File: config.mk
export PLATFORM = sky130hd
export DESIGN_NAME = rf_mp_sb_flat
export DESIGN_NICKNAME = d
export VERILOG_FILES = /design/src/rtl/rf_mp_sb_if.sv /design/src/rtl/rf_mp_sb.sv /design/src/flat_wrapper.sv
export SDC_FILE = /design/constraint.sdc
export NUM_CORES = 2
export LEC_CHECK = 0
export BUFFER_PORTS_ARGS = -buffer_cell sky130_fd_sc_hd__buf_2
export CAP_MARGIN = 20
export CORE_AREA = 2 2 437 439
export DETAILED_ROUTE_END_ITERATION = 7
export DIE_AREA = 0 0 439 441
export HOLD_SLACK_MARGIN = 0.05
export PLACE_DENSITY_LB_ADDON = 0.3
export SYNTH_ARGS = -nofsm -noshare
export SYNTH_HDL_FRONTEND = slang
export SYNTH_SLANG_ARGS = --single-unit
File: constraint.sdc
create_clock -name clk -period 3.8 [get_ports clk]
set_input_delay 0.76 -clock clk [delete_from_list [all_inputs] [get_ports clk]]
set_output_delay 0.76 -clock clk [all_outputs]
set_load 0.005 [all_outputs]
File: src/rtl/rf_mp_sb_if.sv
// Register-file bus: decode-side reads/alloc, writeback-side writes and the
// clear-sweep handshake. The master drives requests, the slave is the register file.
interface rf_mp_sb_if #(
    parameter int XLEN = 32,
    parameter int NREG = 32,
    parameter int NRD  = 2,
    parameter int NWR  = 1
) ();
    localparam int AW = $clog2(NREG);

    logic                 clr_req;
    logic                 ready;
    logic [NWR-1:0]       we;
    logic [NWR*AW-1:0]    waddr;
    logic [NWR*XLEN-1:0]  wdata;
    logic                 alloc_en;
    logic [AW-1:0]        alloc_rd;
    logic [NRD*AW-1:0]    raddr;
    logic [NRD*XLEN-1:0]  rdata;
    logic [NRD-1:0]       rbusy;

    modport master (
        output clr_req, we, waddr, wdata, alloc_en, alloc_rd, raddr,
        input  ready, rdata, rbusy
    );

    modport slave (
        input  clr_req, we, waddr, wdata, alloc_en, alloc_rd, raddr,
        output ready, rdata, rbusy
    );
endinterface

File: src/rtl/rf_mp_sb.sv
// Multi-port integer register file with busy-bit scoreboard and a clear
// sequencer that zeroes x1..x(NREG-1), one register per cycle.
// x0 is hardwired to zero and never busy.
module rf_mp_sb #(
    parameter int XLEN   = 32,
    parameter int NREG   = 32,
    parameter int NRD    = 2,
    parameter int NWR    = 1,
    parameter int BYPASS = 1
) (
    input  logic         clk,
    input  logic         rstn,
    rf_mp_sb_if.slave    bus
);
    localparam int AW = $clog2(NREG);

    typedef enum logic {
        ST_RUN   = 1'b0,
        ST_CLEAR = 1'b1
    } state_e;

    state_e          state_q, state_d;
    logic [AW-1:0]   ptr_q, ptr_d;
    logic [XLEN-1:0] regs_q [NREG];
    logic [XLEN-1:0] regs_d [NREG];
    logic [NREG-1:0] busy_q, busy_d;

    // Per-port views of the packed write/read buses.
    logic [AW-1:0]   waddr_w [NWR];
    logic [XLEN-1:0] wdata_w [NWR];
    logic [AW-1:0]   raddr_r [NRD];

    logic [NRD*XLEN-1:0] rdata_c;
    logic [NRD-1:0]      rbusy_c;

    for (genvar k = 0; k < NWR; k++) begin : g_wport
        assign waddr_w[k] = bus.waddr[k*AW +: AW];
        assign wdata_w[k] = bus.wdata[k*XLEN +: XLEN];
    end

    for (genvar i = 0; i < NRD; i++) begin : g_rport
        assign raddr_r[i] = bus.raddr[i*AW +: AW];
    end

    // Read ports: storage lookup, optionally overridden by a same-cycle write.
    always_comb begin
        // NOTE: every signal assigned in always_comb gets a default first so
        // no path leaves it unassigned and no latch is inferred.
        rdata_c = '0;
        rbusy_c = '0;
        for (int i = 0; i < NRD; i++) begin
            if (raddr_r[i] != '0) begin
                rdata_c[i*XLEN +: XLEN] = regs_q[raddr_r[i]];
                rbusy_c[i]              = busy_q[raddr_r[i]];
                if (BYPASS != 0 && state_q == ST_RUN) begin
                    // Ascending scan: the highest matching port is applied last.
                    for (int k = 0; k < NWR; k++) begin
                        if (bus.we[k] && waddr_w[k] == raddr_r[i]) begin
                            rdata_c[i*XLEN +: XLEN] = wdata_w[k];
                            rbusy_c[i]              = 1'b0;
                        end
                    end
                end
            end
        end
    end

    assign bus.rdata = rdata_c;
    assign bus.rbusy = rbusy_c;
    assign bus.ready = (state_q == ST_RUN);

    // Next-state: writes, scoreboard updates and the clear sweep.
    always_comb begin
        state_d = state_q;
        ptr_d   = ptr_q;
        regs_d  = regs_q;
        busy_d  = busy_q;

        unique case (state_q)
            ST_RUN: begin
                // Ascending scan so the highest-index port wins on a collision.
                for (int k = 0; k < NWR; k++) begin
                    if (bus.we[k] && waddr_w[k] != '0) begin
                        regs_d[waddr_w[k]] = wdata_w[k];
                        busy_d[waddr_w[k]] = 1'b0;
                    end
                end
                // Alloc after writes: a new producer issued in the same cycle
                // as the old one retires leaves the register busy.
                if (bus.alloc_en && bus.alloc_rd != '0) begin
                    busy_d[bus.alloc_rd] = 1'b1;
                end
                if (bus.clr_req) begin
                    state_d = ST_CLEAR;
                    ptr_d   = AW'(1);
                    busy_d  = '0;
                end
            end

            ST_CLEAR: begin
                regs_d[ptr_q] = '0;
                if (ptr_q == AW'(NREG - 1)) begin
                    state_d = ST_RUN;
                    ptr_d   = '0;
                end else begin
                    ptr_d = ptr_q + AW'(1);
                end
            end

            default: begin
                state_d = ST_RUN;
                ptr_d   = '0;
            end
        endcase
    end

    // State register, sweep pointer, scoreboard and register storage.
    always_ff @(posedge clk or negedge rstn) begin
        if (!rstn) begin
            state_q <= ST_RUN;
            ptr_q   <= '0;
            busy_q  <= '0;
            // NOTE: the storage array is reset because architectural state must
            // read zero after reset; this costs a reset on every bit.
            for (int r = 0; r < NREG; r++) begin
                regs_q[r] <= '0;
            end
        end else begin
            // NOTE: non-blocking assignments so every flop samples pre-edge values.
            state_q <= state_d;
            ptr_q   <= ptr_d;
            busy_q  <= busy_d;
            regs_q  <= regs_d;
        end
    end
endmodule
File: src/flat_wrapper.sv
// flat-port wrapper written by rule: the top's interface ports become plain ports
module rf_mp_sb_flat 
#(
    parameter int XLEN   = 32,
    parameter int NREG   = 32,
    parameter int NRD    = 2,
    parameter int NWR    = 1,
    parameter int BYPASS = 1
)
  (clk, rstn, bus_clr_req, bus_we, bus_waddr, bus_wdata, bus_alloc_en, bus_alloc_rd, bus_raddr, bus_ready, bus_rdata, bus_rbusy);
  rf_mp_sb_if #(.XLEN(XLEN), .NREG(NREG), .NRD(NRD), .NWR(NWR)) bus_i ();
  input  logic clk;
  input  logic rstn;
  input wire logic [$bits(bus_i.clr_req)-1:0] bus_clr_req;
  input wire logic [$bits(bus_i.we)-1:0] bus_we;
  input wire logic [$bits(bus_i.waddr)-1:0] bus_waddr;
  input wire logic [$bits(bus_i.wdata)-1:0] bus_wdata;
  input wire logic [$bits(bus_i.alloc_en)-1:0] bus_alloc_en;
  input wire logic [$bits(bus_i.alloc_rd)-1:0] bus_alloc_rd;
  input wire logic [$bits(bus_i.raddr)-1:0] bus_raddr;
  output wire logic [$bits(bus_i.ready)-1:0] bus_ready;
  output wire logic [$bits(bus_i.rdata)-1:0] bus_rdata;
  output wire logic [$bits(bus_i.rbusy)-1:0] bus_rbusy;
  assign bus_i.clr_req = bus_clr_req;
  assign bus_i.we = bus_we;
  assign bus_i.waddr = bus_waddr;
  assign bus_i.wdata = bus_wdata;
  assign bus_i.alloc_en = bus_alloc_en;
  assign bus_i.alloc_rd = bus_alloc_rd;
  assign bus_i.raddr = bus_raddr;
  assign bus_ready = bus_i.ready;
  assign bus_rdata = bus_i.rdata;
  assign bus_rbusy = bus_i.rbusy;
  rf_mp_sb #(.XLEN(XLEN), .NREG(NREG), .NRD(NRD), .NWR(NWR), .BYPASS(BYPASS)) u_core (.clk(clk), .rstn(rstn), .bus(bus_i));
endmodule
Yosys cells after proc, flatten, opt, wreduce, memory -nomap -nowiden
Cells that the tools add are included.
- reductions and logical operators: 12
- $add $sub $neg: 1
- bitwise gates (word level): 10
- mux-type cells: 43
- equality and inequality tests: 5
- $lt $le $gt $ge: 12
- operators with widths (kind ; count):
    1024-bit one-hot mux with 2 select lines ; 1
    1024-bit bitwise AND ; 1
    1024-bit bitwise mux ; 1
    1024-bit two-way mux ; 1
    1024-bit inverter ; 1
    32-bit two-way mux ; 16
    32-bit binary-select mux with 5-bit select ; 2
    32-bit demux with 5-bit select ; 2
    32-bit bitwise AND ; 1
    32-bit inverter ; 1
    32-bit OR ; 1
    6-bit greater-or-equal comparator (second input constant) ; 4
    5-bit by 6-bit < comparator with 1-bit output (second input constant) ; 4
    5-bit inverter with 6-bit output ; 4
    5-bit nonzero test ; 4
    6-bit by 1-bit < comparator with 1-bit output (second input constant) ; 2
    1-bit two-way mux ; 12
    1-bit binary-select mux with 5-bit select ; 2
    1-bit demux with 5-bit select ; 2
    5-bit equality test ; 2
    5-bit by 1-bit greater-or-equal comparator with 1-bit output (second input constant) ; 2
    5-bit two-way mux ; 2
    5-bit one-hot mux with 2 select lines ; 1
    1-bit logical AND ; 8
    6 further kinds ; 6
- bits in registers: 1062
- input port bits: 57
- output and inout bits: 67
- word-level logic and storage cells: 118

Logic depth before layout (Yosys ltp)
- depth after elaboration: 11
- mapped depth: 10
- depth with buffers taken out: 5

Worst setup path after synthesis
OpenSTA, ideal clock, no wires.
- path kind: input -> output
- from: input port bus_raddr[5]
- to: output port bus_rdata[33]
- cell stages on the path: 8
- buffers on the path: 3
- data arrival time: 2.411 ns
- path slack: 0.629 ns
- data required time: 3.040 ns
- path through: buf_2 -> buf_4 -> buf_2 -> mux4_2 -> mux2i_1 -> a21oi_1 -> a32oi_1 -> nand2_1
- longest elaborated chain between the ends: 7
- elaborated cells between the ends (all ways): 10
- those cells by class: 1 x eq/ne; 6 x mux; 1 x bitwise; 2 x reduce/logical
- RTL lines (what ; line ; source):
    start, declared ; flat_wrapper.sv:20 ; input wire logic [$bits(bus_i.raddr)-1:0] bus_raddr;
    5-bit inverter with 6-bit output (not written as such) ; rf_mp_sb.sv:53 ; rdata_c[i*XLEN +: XLEN] = regs_q[raddr_r[i]];
    32-bit binary-select mux with 5-bit select ; rf_mp_sb.sv:53 ;
    32-bit two-way mux (not written as such) (2 in a row) ; rf_mp_sb.sv:53 ;
    32-bit two-way mux ; rf_mp_sb.sv:58 ; if (bus.we[k] && waddr_w[k] == raddr_r[i]) begin
    32-bit two-way mux ; rf_mp_sb.sv:55 ; if (BYPASS != 0 && state_q == ST_RUN) begin
    32-bit two-way mux * ; rf_mp_sb.sv:52 ; if (raddr_r[i] != '0) begin
    end, declared ; flat_wrapper.sv:22 ; output wire logic [$bits(bus_i.rdata)-1:0] bus_rdata;
Mark *: on every way between the ends. The rest lies on a longest branch, timed or not. The select of a mux whose other input is x is not followed.

Final worst setup path
- from: input port bus_raddr[5]
- to: output port bus_rdata[53]
The elaborated chain is that of the path after synthesis.

==> out/metrics.cfg <==
[worst_setup_path]
crit_type = in2out
worstReg2RegEnd = u_core.regs_q[229]
cp.arrival_ns = 3.05
cp-end-kind = output pin
reg2reg_setup_slack_ns = 0.96
r2r_cells = 6
rr_startpoint = u_core.state_q
required_ns = 3.04
path_max_fanout = 24
crit_start = bus_raddr[5]
start_kind = primary input
crit_path_end = bus_rdata[53]

[timing]
min_period_over_period = 1.00
setup_viol = 3
worst_clock_skew_ns = 0.0274
whs_ns = 0.290
worst_pin_slew_ns = 1.16
hold_viol = 0
slew_headroom = 0.218
slew_violations = 0
grt_setup_unrepaired = true
layout_setup_ws_ns = -0.0141
fmax_mhz = 262
period_minus_slack_ns = 3.81

[clocking]
post-cts-setup-buffers = 0
cts_buffer_depth = 3
clock-root-buffer = clkbuf_16
cts_made_buffers = 111
cts_max_level = 3
clkTransAtPathRegs_ns = 0.06
cts_tree = yes
clock_latency_ns = 0.77
cts.sinks = 1062

[die]
coreArea_um2 = 189000
die_h_um = 441
pin_count = 124
rows = 160
start_util = 0.298
die_area_um2 = 194000
die_w_um = 439

[routing]
vias = 44895
drt_wl_total_um = 242000
first_pass_iters = 6
drt_iter0_markers = 5696
wire_per_inst_um = 34.5
postRouteAntennaNets = 0
avgViaCountPerCell = 6.41
drc_errors = 0

[yosys]
synthesis.nets = 4411
ys.flop_type = dfrtp_1
synth_edf_count = 0
async_flop_share = 1.00
syn_avg_cell_area_um2 = 13.0
ys_types = 58
syn_inst = 4349
yosysWarnings = 0
syn_area_um2 = 56400
synth-seq-area-share = 0.471
yosys_register_bits = 1062

[cells_and_area]
drive_above_1_share = 0.277
final_nets = 4459
area_growth_pct = 17.7
layoutNonFillerInstCount = 7005
finish.utilization = 0.351

[power_and_ir_drop]
power.leakage_uw = 0.0292
ir_drop_v = 0.000419
power_density_nw_per_um2 = 524

[placement]
place_hpwl_um = 144000
place.gp.congestion = 0.907
place_inst = 6793
port_buffers = 123

[global_route]
met2_usage = 0.384
grt_pass1_wl_um = 344000
grt_busiest_layer = met2
grt_antenna_before_repair = 12
first_global_vias = 44846
grt_overflow = 0
met1_usage = 0.308
grt.total_usage = 0.245
grt_start_max_net_pins = 147
grt.met3_usage = 0.0523

[status]
violations = setup timing
status = finished with violations

[run]
maxCapViolations = 0

[worst_hold_path]
worstHoldStart = bus_clr_req
hold_class = in2reg

[logic make-up after synthesis]
| kind of cell | count (synthesis) | share of synthesized area |
|---|---|---|
| AO/OA/AOI/OAI | 1443 | 0.213 |
| flip-flops | 1062 | 0.471 |
| multiplexers | 743 | 0.224 |
| buffers and inverters | 584 | 0.0459 |
| AND/OR/NAND/NOR | 500 | 0.0422 |
| XOR/XNOR | 12 | 0.00186 |
| adder cells (fa/ha/maj) | 5 | 0.00111 |
[critical path, stage by stage]
cell and delay [ns]:
buf_12 0.23, buf_12 0.28, mux4_2 0.55, mux2i_1 0.17
a21oi_1 0.24, a32oi_1 0.34, nand2_1 0.22, buf_2 0.18
[sequential cells by signal, indices dropped and copies added (netlist names)]
name	flops
u_core.regs_q	1024
u_core.busy_q	32
u_core.ptr_q	5
u_core.state_q	1
[metrics by stage]
step	instance area, um2	setup slack [ns]	power (uW)	TNS (ns)
2_1_floorplan	56400	0.629	19100	0
3_3_place_gp	62200	-0.328	22600	-3.50
3_5_place_dp	62200	-0.162	22700	-0.871
4_1_cts	66200	-0.0103	34600	-0.0139
5_1_grt	66300	-0.0125	35800	-0.0137
6_report	66300	-0.0141	34700	-0.0166
[report_power, final]
group	internal, uW	total, uW	switching (uW)
Clock	6930	12000	5050
Sequential	13100	14600	1520
Combinational	3710	8180	4470
Total	23700	34700	11000
[how the worst min path moves through the flow]
stage / to / slack [ns] / cells after the start
2_1_floorplan: u_core.busy_q[0] / 0.46 / 0
3_3_place_gp: u_core.regs_q[1012] / 0.49 / 1
3_5_place_dp: u_core.regs_q[1001] / 0.49 / 1
4_1_cts: u_core.ptr_q[2] / 0.26 / 2
5_1_grt: u_core.ptr_q[2] / 0.31 / 2
6_report: u_core.ptr_q[2] / 0.29 / 2
[cells in the mapped netlist, drive strengths merged, types with 5 or more instances]
library cell | count | area share
nor3 | 44 | 0.0039
nor2 | 64 | 0.0051
mux2i | 317 | 0.056
mux2 | 12 | 0.0024
a22o | 992 | 0.15
and2 | 44 | 0.0049
a21oi | 93 | 0.0083
ha | 5 | 0.0011
a221o | 12 | 0.0021
dfrtp | 1062 | 0.47
clkbuf | 381 | 0.025
a22oi | 48 | 0.0064
nand3 | 111 | 0.0099
a211oi | 61 | 0.0081
buf | 193 | 0.020
o21ai | 47 | 0.0042
o2111ai | 10 | 0.0016
mux4 | 414 | 0.17
o221a | 19 | 0.0038
xnor2 | 8 | 0.0012
nor2b | 15 | 0.0017
nand2b | 13 | 0.0014
a221oi | 67 | 0.013
nand3b | 7 | 0.00093
o211ai | 29 | 0.0039
o22ai | 34 | 0.0038
a31oi | 5 | 0.00055
and3 | 9 | 0.0010
a32oi | 16 | 0.0025
nand2 | 182 | 0.012
inv | 7 | 0.00047
[per-layer routing]
layer / share of wire / up-vias
li1: - / 17456
met1: 0.38 / 23728
met4: 0.070 / 4
met3: 0.089 / 781
met2: 0.46 / 2926
met5: 0.000099 / -
[final cells by class]
| cell class | count | area (um2) |
|---|---|---|
| fillers | 18242 | 123000 |
| multi-input cells | 2703 | 27900 |
| flip-flops and latches | 1062 | 26600 |
| repair buffers | 509 | 4730 |
| clock buffers | 158 | 3220 |
| well taps | 2511 | 3140 |
| clock inverters | 48 | 698 |
| inverters | 10 | 40.0 |
| diodes | 4 | 10.0 |
[placed cells by master, fill, tap and decap left out, types with 31 or more instances in the layout]
| cell type | synthesis | final |
|---|---|---|
| clkbuf_16 | 0 | 112 |
| buf_12 | 2 | 83 |
| a221oi_1 | 47 | 46 |
| dfrtp_1 | 1062 | 1062 |
| buf_2 | 99 | 115 |
| a211oi_1 | 61 | 50 |
| a21oi_1 | 93 | 62 |
| and2_1 | 43 | 42 |
| nand3_1 | 111 | 110 |
| mux4_2 | 414 | 414 |
| nor2_4 | 3 | 33 |
| nor3_1 | 44 | 42 |
| buf_4 | 11 | 295 |
| a22oi_1 | 48 | 48 |
| a21oi_4 | 0 | 31 |
| nand2_1 | 182 | 180 |
| a22o_1 | 992 | 992 |
| mux2i_1 | 317 | 317 |
| o22ai_1 | 34 | 33 |
[what timing repair did]
item | in CTS | in global routing
endpoints found under the hold margin | 18 | 0
gates resized for setup | 9 | 26
pin swaps | 0 | 9
hold buffers | 1 | 0
setup endpoints to repair | 14 | 41
cloned | 0 | 1
Note: power is estimated with default switching activity, not from simulation.
